**config.mk**
```make
export PLATFORM = sky130hd
export DESIGN_NAME = rv32i_hazard_ctrl
export DESIGN_NICKNAME = d
export VERILOG_FILES = /design/src/rtl/rv32i_hazard_ctrl.sv
export SDC_FILE = /design/constraint.sdc
export NUM_CORES = 1
export LEC_CHECK = 0
export ABC_AREA = 0
export ABC_CLOCK_PERIOD_IN_PS = 5700
export BUFFER_PORTS_ARGS = -buffer_cell sky130_fd_sc_hd__buf_2
export CAP_MARGIN = 20
export CORE_UTILIZATION = 40
export CTS_BUF_LIST = sky130_fd_sc_hd__clkbuf_8
export CTS_CLUSTER_SIZE = 10
export DETAILED_ROUTE_END_ITERATION = 12
export PLACE_DENSITY_LB_ADDON = 0.08
export SLEW_MARGIN = 20
export SYNTH_ARGS = -nofsm -noshare
export SYNTH_HDL_FRONTEND = slang
export SYNTH_SLANG_ARGS = --single-unit
```
**constraint.sdc**
```tcl
create_clock -name clk_i -period 5.7 [get_ports clk_i]
set_clock_uncertainty 0.2 [all_clocks]
set_input_delay 1.14 -clock clk_i [delete_from_list [all_inputs] [get_ports clk_i]]
set_output_delay 1.14 -clock clk_i [all_outputs]
set_load 0.05 [all_outputs]
```
**src/rtl/rv32i_hazard_ctrl.sv**
```systemverilog
// Hazard controller for the 5-stage RV32i pipeline: RAW interlock via a 3-entry rd scoreboard,
// branch/jump flushes and data-memory wait freeze. Define HAZARD_PERF_CNT_EN to add stall/flush counters.
module rv32i_hazard_ctrl #(
  parameter logic [31:0] NOP_INSTR = 32'h0000_0013
) (
  input  logic        clk_i,
  input  logic        resetn_i,
  input  logic [31:0] dec_instr_i,
  input  logic        br_taken_i,
  input  logic        dmem_ready_i,
  output logic        stall_dec_o,
  output logic        stall_exec_o,
  output logic        flush_dec_o,
  output logic        flush_exec_o,
  output logic        fetch_nop_o,
  output logic [4:0]  rd_add_o,
  output logic        reg_we_o,
  output logic [1:0]  hazard_state_o
`ifdef HAZARD_PERF_CNT_EN
  ,
  output logic [31:0] stall_cnt_o,
  output logic [31:0] flush_cnt_o
`endif
);

  localparam logic [6:0] OPC_LUI    = 7'b0110111;
  localparam logic [6:0] OPC_AUIPC  = 7'b0010111;
  localparam logic [6:0] OPC_JAL    = 7'b1101111;
  localparam logic [6:0] OPC_JALR   = 7'b1100111;
  localparam logic [6:0] OPC_BRANCH = 7'b1100011;
  localparam logic [6:0] OPC_LOAD   = 7'b0000011;
  localparam logic [6:0] OPC_STORE  = 7'b0100011;
  localparam logic [6:0] OPC_OPIMM  = 7'b0010011;
  localparam logic [6:0] OPC_OP     = 7'b0110011;

  typedef enum logic [1:0] {
    ST_RUN   = 2'd0,
    ST_STALL = 2'd1,
    ST_MWAIT = 2'd2
  } state_e;

  typedef struct packed {
    logic       we;
    logic [4:0] rd;
  } sb_entry_t;

  // Writes to x0 are never tracked, so x0 can never raise a hazard.
  function automatic sb_entry_t dest_entry(input logic [6:0] opc, input logic [4:0] rd);
    sb_entry_t e;
    e.we = (opc inside {OPC_LUI, OPC_AUIPC, OPC_JAL, OPC_JALR, OPC_LOAD, OPC_OPIMM, OPC_OP})
           && (rd != 5'd0);
    e.rd = e.we ? rd : 5'd0;
    return e;
  endfunction

  localparam sb_entry_t BUBBLE = dest_entry(NOP_INSTR[6:0], NOP_INSTR[11:7]);

  logic [6:0] opc_w;
  logic [4:0] rs1_w, rs2_w;
  logic       rs1_used_w, rs2_used_w, is_jump_w, raw_w;
  sb_entry_t  dec_entry_w;
  logic       unused_w;

  assign opc_w       = dec_instr_i[6:0];
  assign rs1_w       = dec_instr_i[19:15];
  assign rs2_w       = dec_instr_i[24:20];
  assign rs1_used_w  = opc_w inside {OPC_JALR, OPC_BRANCH, OPC_LOAD, OPC_STORE, OPC_OPIMM, OPC_OP};
  assign rs2_used_w  = opc_w inside {OPC_BRANCH, OPC_STORE, OPC_OP};
  assign is_jump_w   = (opc_w == OPC_JAL) || (opc_w == OPC_JALR);
  assign dec_entry_w = dest_entry(opc_w, dec_instr_i[11:7]);
  assign unused_w    = ^{dec_instr_i[31:25], dec_instr_i[14:12]};

  // Index 0 = EXEC, 1 = MEM, 2 = WB.
  sb_entry_t sb_q [3];
  sb_entry_t sb_d [3];
  state_e    state_q, state_d;

  // The WB entry is included: the register file does not forward a write to a same-cycle read.
  always_comb begin
    raw_w = 1'b0;
    for (int i = 0; i < 3; i++) begin
      if (sb_q[i].we && (sb_q[i].rd != 5'd0) &&
          ((rs1_used_w && (rs1_w == sb_q[i].rd)) || (rs2_used_w && (rs2_w == sb_q[i].rd))))
        raw_w = 1'b1;
    end
  end

  logic stall_dec_w, stall_exec_w, flush_dec_w, flush_exec_w, fetch_nop_w;

  // NOTE: every output of a combinational block gets a default first so no path infers a latch.
  always_comb begin
    state_d      = ST_RUN;
    stall_dec_w  = 1'b0;
    stall_exec_w = 1'b0;
    flush_dec_w  = 1'b0;
    flush_exec_w = 1'b0;
    fetch_nop_w  = 1'b0;
    if (!dmem_ready_i) begin
      state_d      = ST_MWAIT;
      stall_dec_w  = 1'b1;
      stall_exec_w = 1'b1;
    end else if (br_taken_i) begin
      flush_dec_w  = 1'b1;
      flush_exec_w = 1'b1;
    end else if (raw_w) begin
      state_d      = ST_STALL;
      stall_dec_w  = 1'b1;
      flush_exec_w = 1'b1;
    end else if (is_jump_w) begin
      fetch_nop_w  = 1'b1;
    end
  end

  always_comb begin
    sb_d = sb_q;
    if (!stall_exec_w) begin
      sb_d[2] = sb_q[1];
      sb_d[1] = sb_q[0];
      sb_d[0] = flush_exec_w ? BUBBLE : dec_entry_w;
    end
  end

  // NOTE: sequential state uses non-blocking assignments so every flop samples pre-edge values.
  always_ff @(posedge clk_i or negedge resetn_i) begin
    if (!resetn_i) begin
      state_q <= ST_RUN;
      sb_q    <= '{default: '0};
    end else begin
      state_q <= state_d;
      sb_q    <= sb_d;
    end
  end

  // Controls are held low while reset is asserted, whatever DEC or the memory presents.
  assign stall_dec_o    = resetn_i & stall_dec_w;
  assign stall_exec_o   = resetn_i & stall_exec_w;
  assign flush_dec_o    = resetn_i & flush_dec_w;
  assign flush_exec_o   = resetn_i & flush_exec_w;
  assign fetch_nop_o    = resetn_i & fetch_nop_w;
  assign rd_add_o       = sb_q[2].rd;
  assign reg_we_o       = sb_q[2].we;
  assign hazard_state_o = state_q;

`ifdef HAZARD_PERF_CNT_EN
  logic [31:0] stall_cnt_q, stall_cnt_d, flush_cnt_q, flush_cnt_d;

  always_comb begin
    stall_cnt_d = stall_cnt_q + {31'd0, stall_dec_w};
    flush_cnt_d = flush_cnt_q + {31'd0, flush_dec_w};
  end

  always_ff @(posedge clk_i or negedge resetn_i) begin
    if (!resetn_i) begin
      stall_cnt_q <= '0;
      flush_cnt_q <= '0;
    end else begin
      stall_cnt_q <= stall_cnt_d;
      flush_cnt_q <= flush_cnt_d;
    end
  end

  assign stall_cnt_o = stall_cnt_q;
  assign flush_cnt_o = flush_cnt_q;
`endif

endmodule

```
## After elaboration in Yosys (flattened, before gate mapping)

Cells that the tools add are included.

| storage, ports and cells | value |
|---|---|
| register bits after elaboration | 20 |
| bits of input ports | 36 |
| output and inout port bits | 13 |
| logic and storage cells | 71 |

| cells by class | value |
|---|---|
| equal/unequal tests | 15 |
| mux-type cells | 20 |
| bitwise logic cells | 5 |
| reduce and logical (&&, ||, !) cells | 24 |

Operators with widths:

| operator | count |
|---|---|
| == test 5 bit | 6 |
| == test 7 x 6 -> 1 bit (second input constant) | 3 |
| == test 7 bit (second input constant) | 3 |
| nonzero test 5 bit | 4 |
| two-way mux 1 bit | 17 |
| == test 7 x 5 -> 1 bit (second input constant) | 2 |
| logical AND 1 bit | 13 |
| == test 7 x 2 -> 1 bit (second input constant) | 1 |
| nonzero test 7 bit | 1 |
| two-way mux 6 bit | 1 |
| nonzero test 6 bit | 1 |
| AND 1 bit | 5 |
| two-way mux 5 bit | 1 |
| logical OR 1 bit | 4 |
| nonzero test 3 bit | 1 |
| two-way mux 2 bit | 1 |

## Longest topological paths before layout

| logic depth | value |
|---|---|
| depth in word-level cells | 12 |
| mapped depth | 6 |
| mapped depth without buffers | 6 |

## Worst setup path after synthesis

Ideal clock, no wire load.

| timing | value |
|---|---|
| path type | input to output |
| from | in dec_instr_i[24] |
| to | out stall_dec_o |
| data arrival time | 2.477 ns |
| required time | 4.360 ns |
| setup slack | 1.883 ns |
| stages on the path | 6 |
| path buffers | 0 |
| cells stage by stage | xnor2_1 nand3_1 nor4_1 nor3_2 o22ai_2 a31o_1 |

| between the ends | value |
|---|---|
| cells in the longest elaborated chain, start to end | 11 |
| elaborated cells between the ends (all ways) | 19 |
| classes of those cells | eq/ne: 3; mux: 6; bitwise: 1; reduce/logical: 9 |

RTL lines:

| item | RTL line | text |
|---|---|---|
| start, declared | 8 | `input logic [31:0] dec_instr_i,` |
| == test 5 bit | 83 | `((rs1_used_w && (rs1_w == sb_q[i].rd)) \|\| (rs2_used_w && (rs2_w == sb_q[i].rd))))` |
| logical AND 1 bit | 83 |  |
| logical OR 1 bit | 83 |  |
| logical AND 1 bit | 82 | `if (sb_q[i].we && (sb_q[i].rd != 5'd0) &&` |
| two-way mux 1 bit (2 in a row) | 82 |  |
| two-way mux 1 bit * | 82 |  |
| two-way mux 1 bit * | 105 | `end else if (raw_w) begin` |
| two-way mux 1 bit * | 102 | `end else if (br_taken_i) begin` |
| two-way mux 1 bit * | 98 | `if (!dmem_ready_i) begin` |
| AND 1 bit * | 135 | `assign stall_dec_o = resetn_i & stall_dec_w;` |
| end, declared | 11 | `output logic stall_dec_o,` |

Mark *: on every way between the ends. The rest lies on a longest branch, timed or not.

## Worst setup path after layout

Same ends and word-level chain as after synthesis.

==> flow_summary_export.csv <==
group,metric,value,unit
global_routing,grt_pass1_wl,4840,um
worst_setup_path,cp-startpoint,"dec_instr_i[24]",
hold_path,min_from,"sb_q[11]$_DFFE_PN0P_",
worst_setup_path,critPathRequiredTime,4.36,ns
logic_synthesis,ys_async_sr_fraction,100,%
global_routing,grt_max_degree,26,
clock_tree,insertion_delay,0.25,ns
job,drv_cap,0,
detailed_routing,routed_wirelength,2920,um
detailed_routing,avgViaCountPerCell,5.15,
sta,rsz0062_at_grt,"no",
sta,whs,0.356,ns
worst_setup_path,slowest_delay,0.39,ns
sta,hold_viol_final,0,
logic_synthesis,syn_inst,132,
logic_synthesis,ys_seq_area_share,38.3,%
worst_setup_path,cp_slowest_cell,"nor4_1",
hold_path,min_path_type,"reg2reg",
logic_synthesis,synth.area.top_cells,"dfrtp_1 38%, xnor2_1 12%, mux2_2 10%",
sta,max_freq,240,MHz
worst_setup_path,cpMostUsedCell,"buf_2",
placed_design,dpl.hpwl,2320,um
clock_tree,path_clk_slew,0.08,ns
worst_setup_path,reg2reg_slack,3.36,ns
status,status,"complete, no violations",
detailed_routing,dr_total_vias,1087,
global_routing,antenna_found_initial,0,
die,ios,49,
global_routing,track_usage,18.4,%
worst_setup_path,crit_chain,"buf_2 > xnor2_1 > nand3_1 > nor4_1 > nor3_2 > o22ai_2 > a31o_1 > buf_2",
die,dieArea,3500,sq um
worst_setup_path,worstPathArrival,2.82,ns
power,p_leak,0.750,nW
detailed_routing,drc,0,
logic_synthesis,avgSynthCellArea,9.91,sq um
sta,tns,0,ns
placed_design,gp_congestion,0.831,
placed_design,placed_cells,207,
power,p_per_area,217,nW/um^2
placed_design,placed_area,1510,sq um
worst_setup_path,cp_top_family,"simple AND/OR/NAND/NOR gates",
sta,setup_viol,0,
clock_tree,post-cts-setup-buffer-count,0,
clock_tree,clockBufferDepth,2,
logic_synthesis,synth.largest_area_cell,"dfrtp_1",
placed_design,portBuffers,38,
logic_synthesis,ys_ff_latch,20,
power,peakVddDrop,137,uV
sta,max_slew_margin,57.3,%
detailed_routing,ant_nets,0,
logic_synthesis,yosysUniqueCellTypes,26,
worst_setup_path,reg2reg_from,"rd_add_o[0]$_DFFE_PN0P_",
sta,worst_pin_slew,0.636,ns
power,power_switching,0.0000824,W
sta,maxSlewViolCount,0,
logic_synthesis,yosys_warnings,0,
die,die_x,59.2,um
logic_synthesis,synth-main-ff-cell,"dfrtp_1",
die,row_count,20,
final_layout,layout.nets,204,
clock_tree,cts_tree,"yes",
clock_tree,holdBufCountCts,0,
power,seqPwrFrac,43.2,%
detailed_routing,drt_pre_antenna_iters,4,
worst_setup_path,start_kind,"primary input",
sta,post-route-period-util,73.1,%
clock_tree,ctsRootBufferMaster,"clkbuf_8",
die,coreArea,3080,sq um
logic_synthesis,synth_edf_count,0,
clock_tree,ctsResizeCount,0,
detailed_routing,wire_per_inst,13.8,um
logic_synthesis,syn-num-nets,168,
final_layout,drive_gt1_share,34.7,%
logic_synthesis,yosys.area.top_type_share,38.3,%
worst_setup_path,critPathMaxFanout,10,
clock_tree,cts.sink_count,20,
power,clock_power_share,40.8,%
clock_tree,cts_max_level,1,
clock_tree,numCtsBuffers,3,
power,p_int,0.000260,W
power,switching_share,24.1,%
detailed_routing,drt_iter0_markers,46,
global_routing,grt_pass1_vias,1047,
global_routing,gr-total-overflow,0,
final_layout,stdcell_count,211,
worst_setup_path,crit_type,"in2out",
die,die_h,59.2,um
logic_synthesis,synthesis.area,1310,sq um
final_layout,final_area,1580,sq um
die,start_util,42.5,%
power,p_comb_share,16.0,%
final_layout,n_antenna_cell,0,
worst_setup_path,crit_buf_inv,2,
worst_setup_path,cp-end-kind,"primary output",
sta,period_minus_slack,4.16,ns
final_layout,syn_to_final_growth,20.8,%
-- cell families (layout without fill, tap and decap cells) --
kind of cell,count (synthesis),count (layout),share of synthesized area (%)
compound gates,13,13,8.23
buf+inv,15,50,5.74
simple gates,42,42,17.3
flops,20,20,38.3
xor+xnor,30,30,20.1
mux,12,12,10.3
-- sequential cells by signal (all words and copies together), names as in the netlist --
name            cells
hazard_state_o      2
reg_we_o            1
rd_add_o            5
sb_q               12
-- Yosys cell counts (3+ instances only) --
library cell and count:
nor4_1 6, or4_1 4, o32ai_1 6, nand3_1 5, and3_1 3, nand2_1 9, mux2_2 12, xnor2_1 18
buf_4 5, dfrtp_1 20, nor3_1 3, nor2_1 6, inv_1 7, xor2_1 12
-- cell usage in the layout (no fill, tap or decap), types with 3 or more instances in the layout --
cell and instances:
buf_2 38, dfrtp_1 20, xnor2_1 18, xor2_1 12, mux2_2 12, nand2_1 9
inv_1 7, nor2_1 6, nor4_1 6, o32ai_1 6, nand3_1 5, or4_1 4
nor3_1 3, and3_1 3, clkbuf_8 3
-- path summary, 6_finish.rpt --
check / to / cells after the start
min in group asynchronous: rd_add_o[0]$_DFFE_PN0P_ / 1
hold / removal: sb_q[11]$_DFFE_PN0P_ / 1
hold reg to reg: sb_q[11]$_DFFE_PN0P_ / 1
setup / recovery: stall_dec_o / 8
max in group asynchronous: sb_q[8]$_DFFE_PN0P_ / 1
setup reg to reg: sb_q[13]$_DFFE_PN0P_ / 6
-- final cells by class --
cell class | instances | area (sq um)
flip-flops and latches | 20 | 500
multi-input cells | 97 | 732
repair buffers | 38 | 190
fillers | 307 | 1500
clock inverters | 1 | 30.0
inverters | 8 | 30.0
clock buffers | 3 | 41.3
well taps | 44 | 55.1
-- through the flow --
step                      setup WS, ns  utilization [%]  total power (W)
after floorplan                   1.88                -         0.000183
after global placement            1.54             49.0         0.000205
after detailed placement          1.52             49.0         0.000206
after CTS                         1.50             51.3         0.000348
after global routing              1.40             51.3         0.000356
final                             1.54             51.3         0.000342
-- power by group through the flow --
| stage | logic, W | clock network (W) | registers (W) |
|---|---|---|---|
| floorplan | 0.0000310 | 0 | 0.000152 |
| global placement | 0.0000542 | 0 | 0.000150 |
| detailed placement | 0.0000554 | 0 | 0.000151 |
| CTS | 0.0000556 | 0.000145 | 0.000148 |
| global route | 0.0000600 | 0.000148 | 0.000148 |
| finish | 0.0000549 | 0.000140 | 0.000148 |
-- layer usage --
layer / share of wire (%) / track usage, % / vias to the layer above
met5: 0 / 0 / -
met4: 0.72 / 5.10 / 0
met3: 5.4 / 1.97 / 2
met2: 48 / 32.5 / 39
met1: 46 / 23.8 / 512
li1: - / - / 534
(Power assumes the default switching activity.)
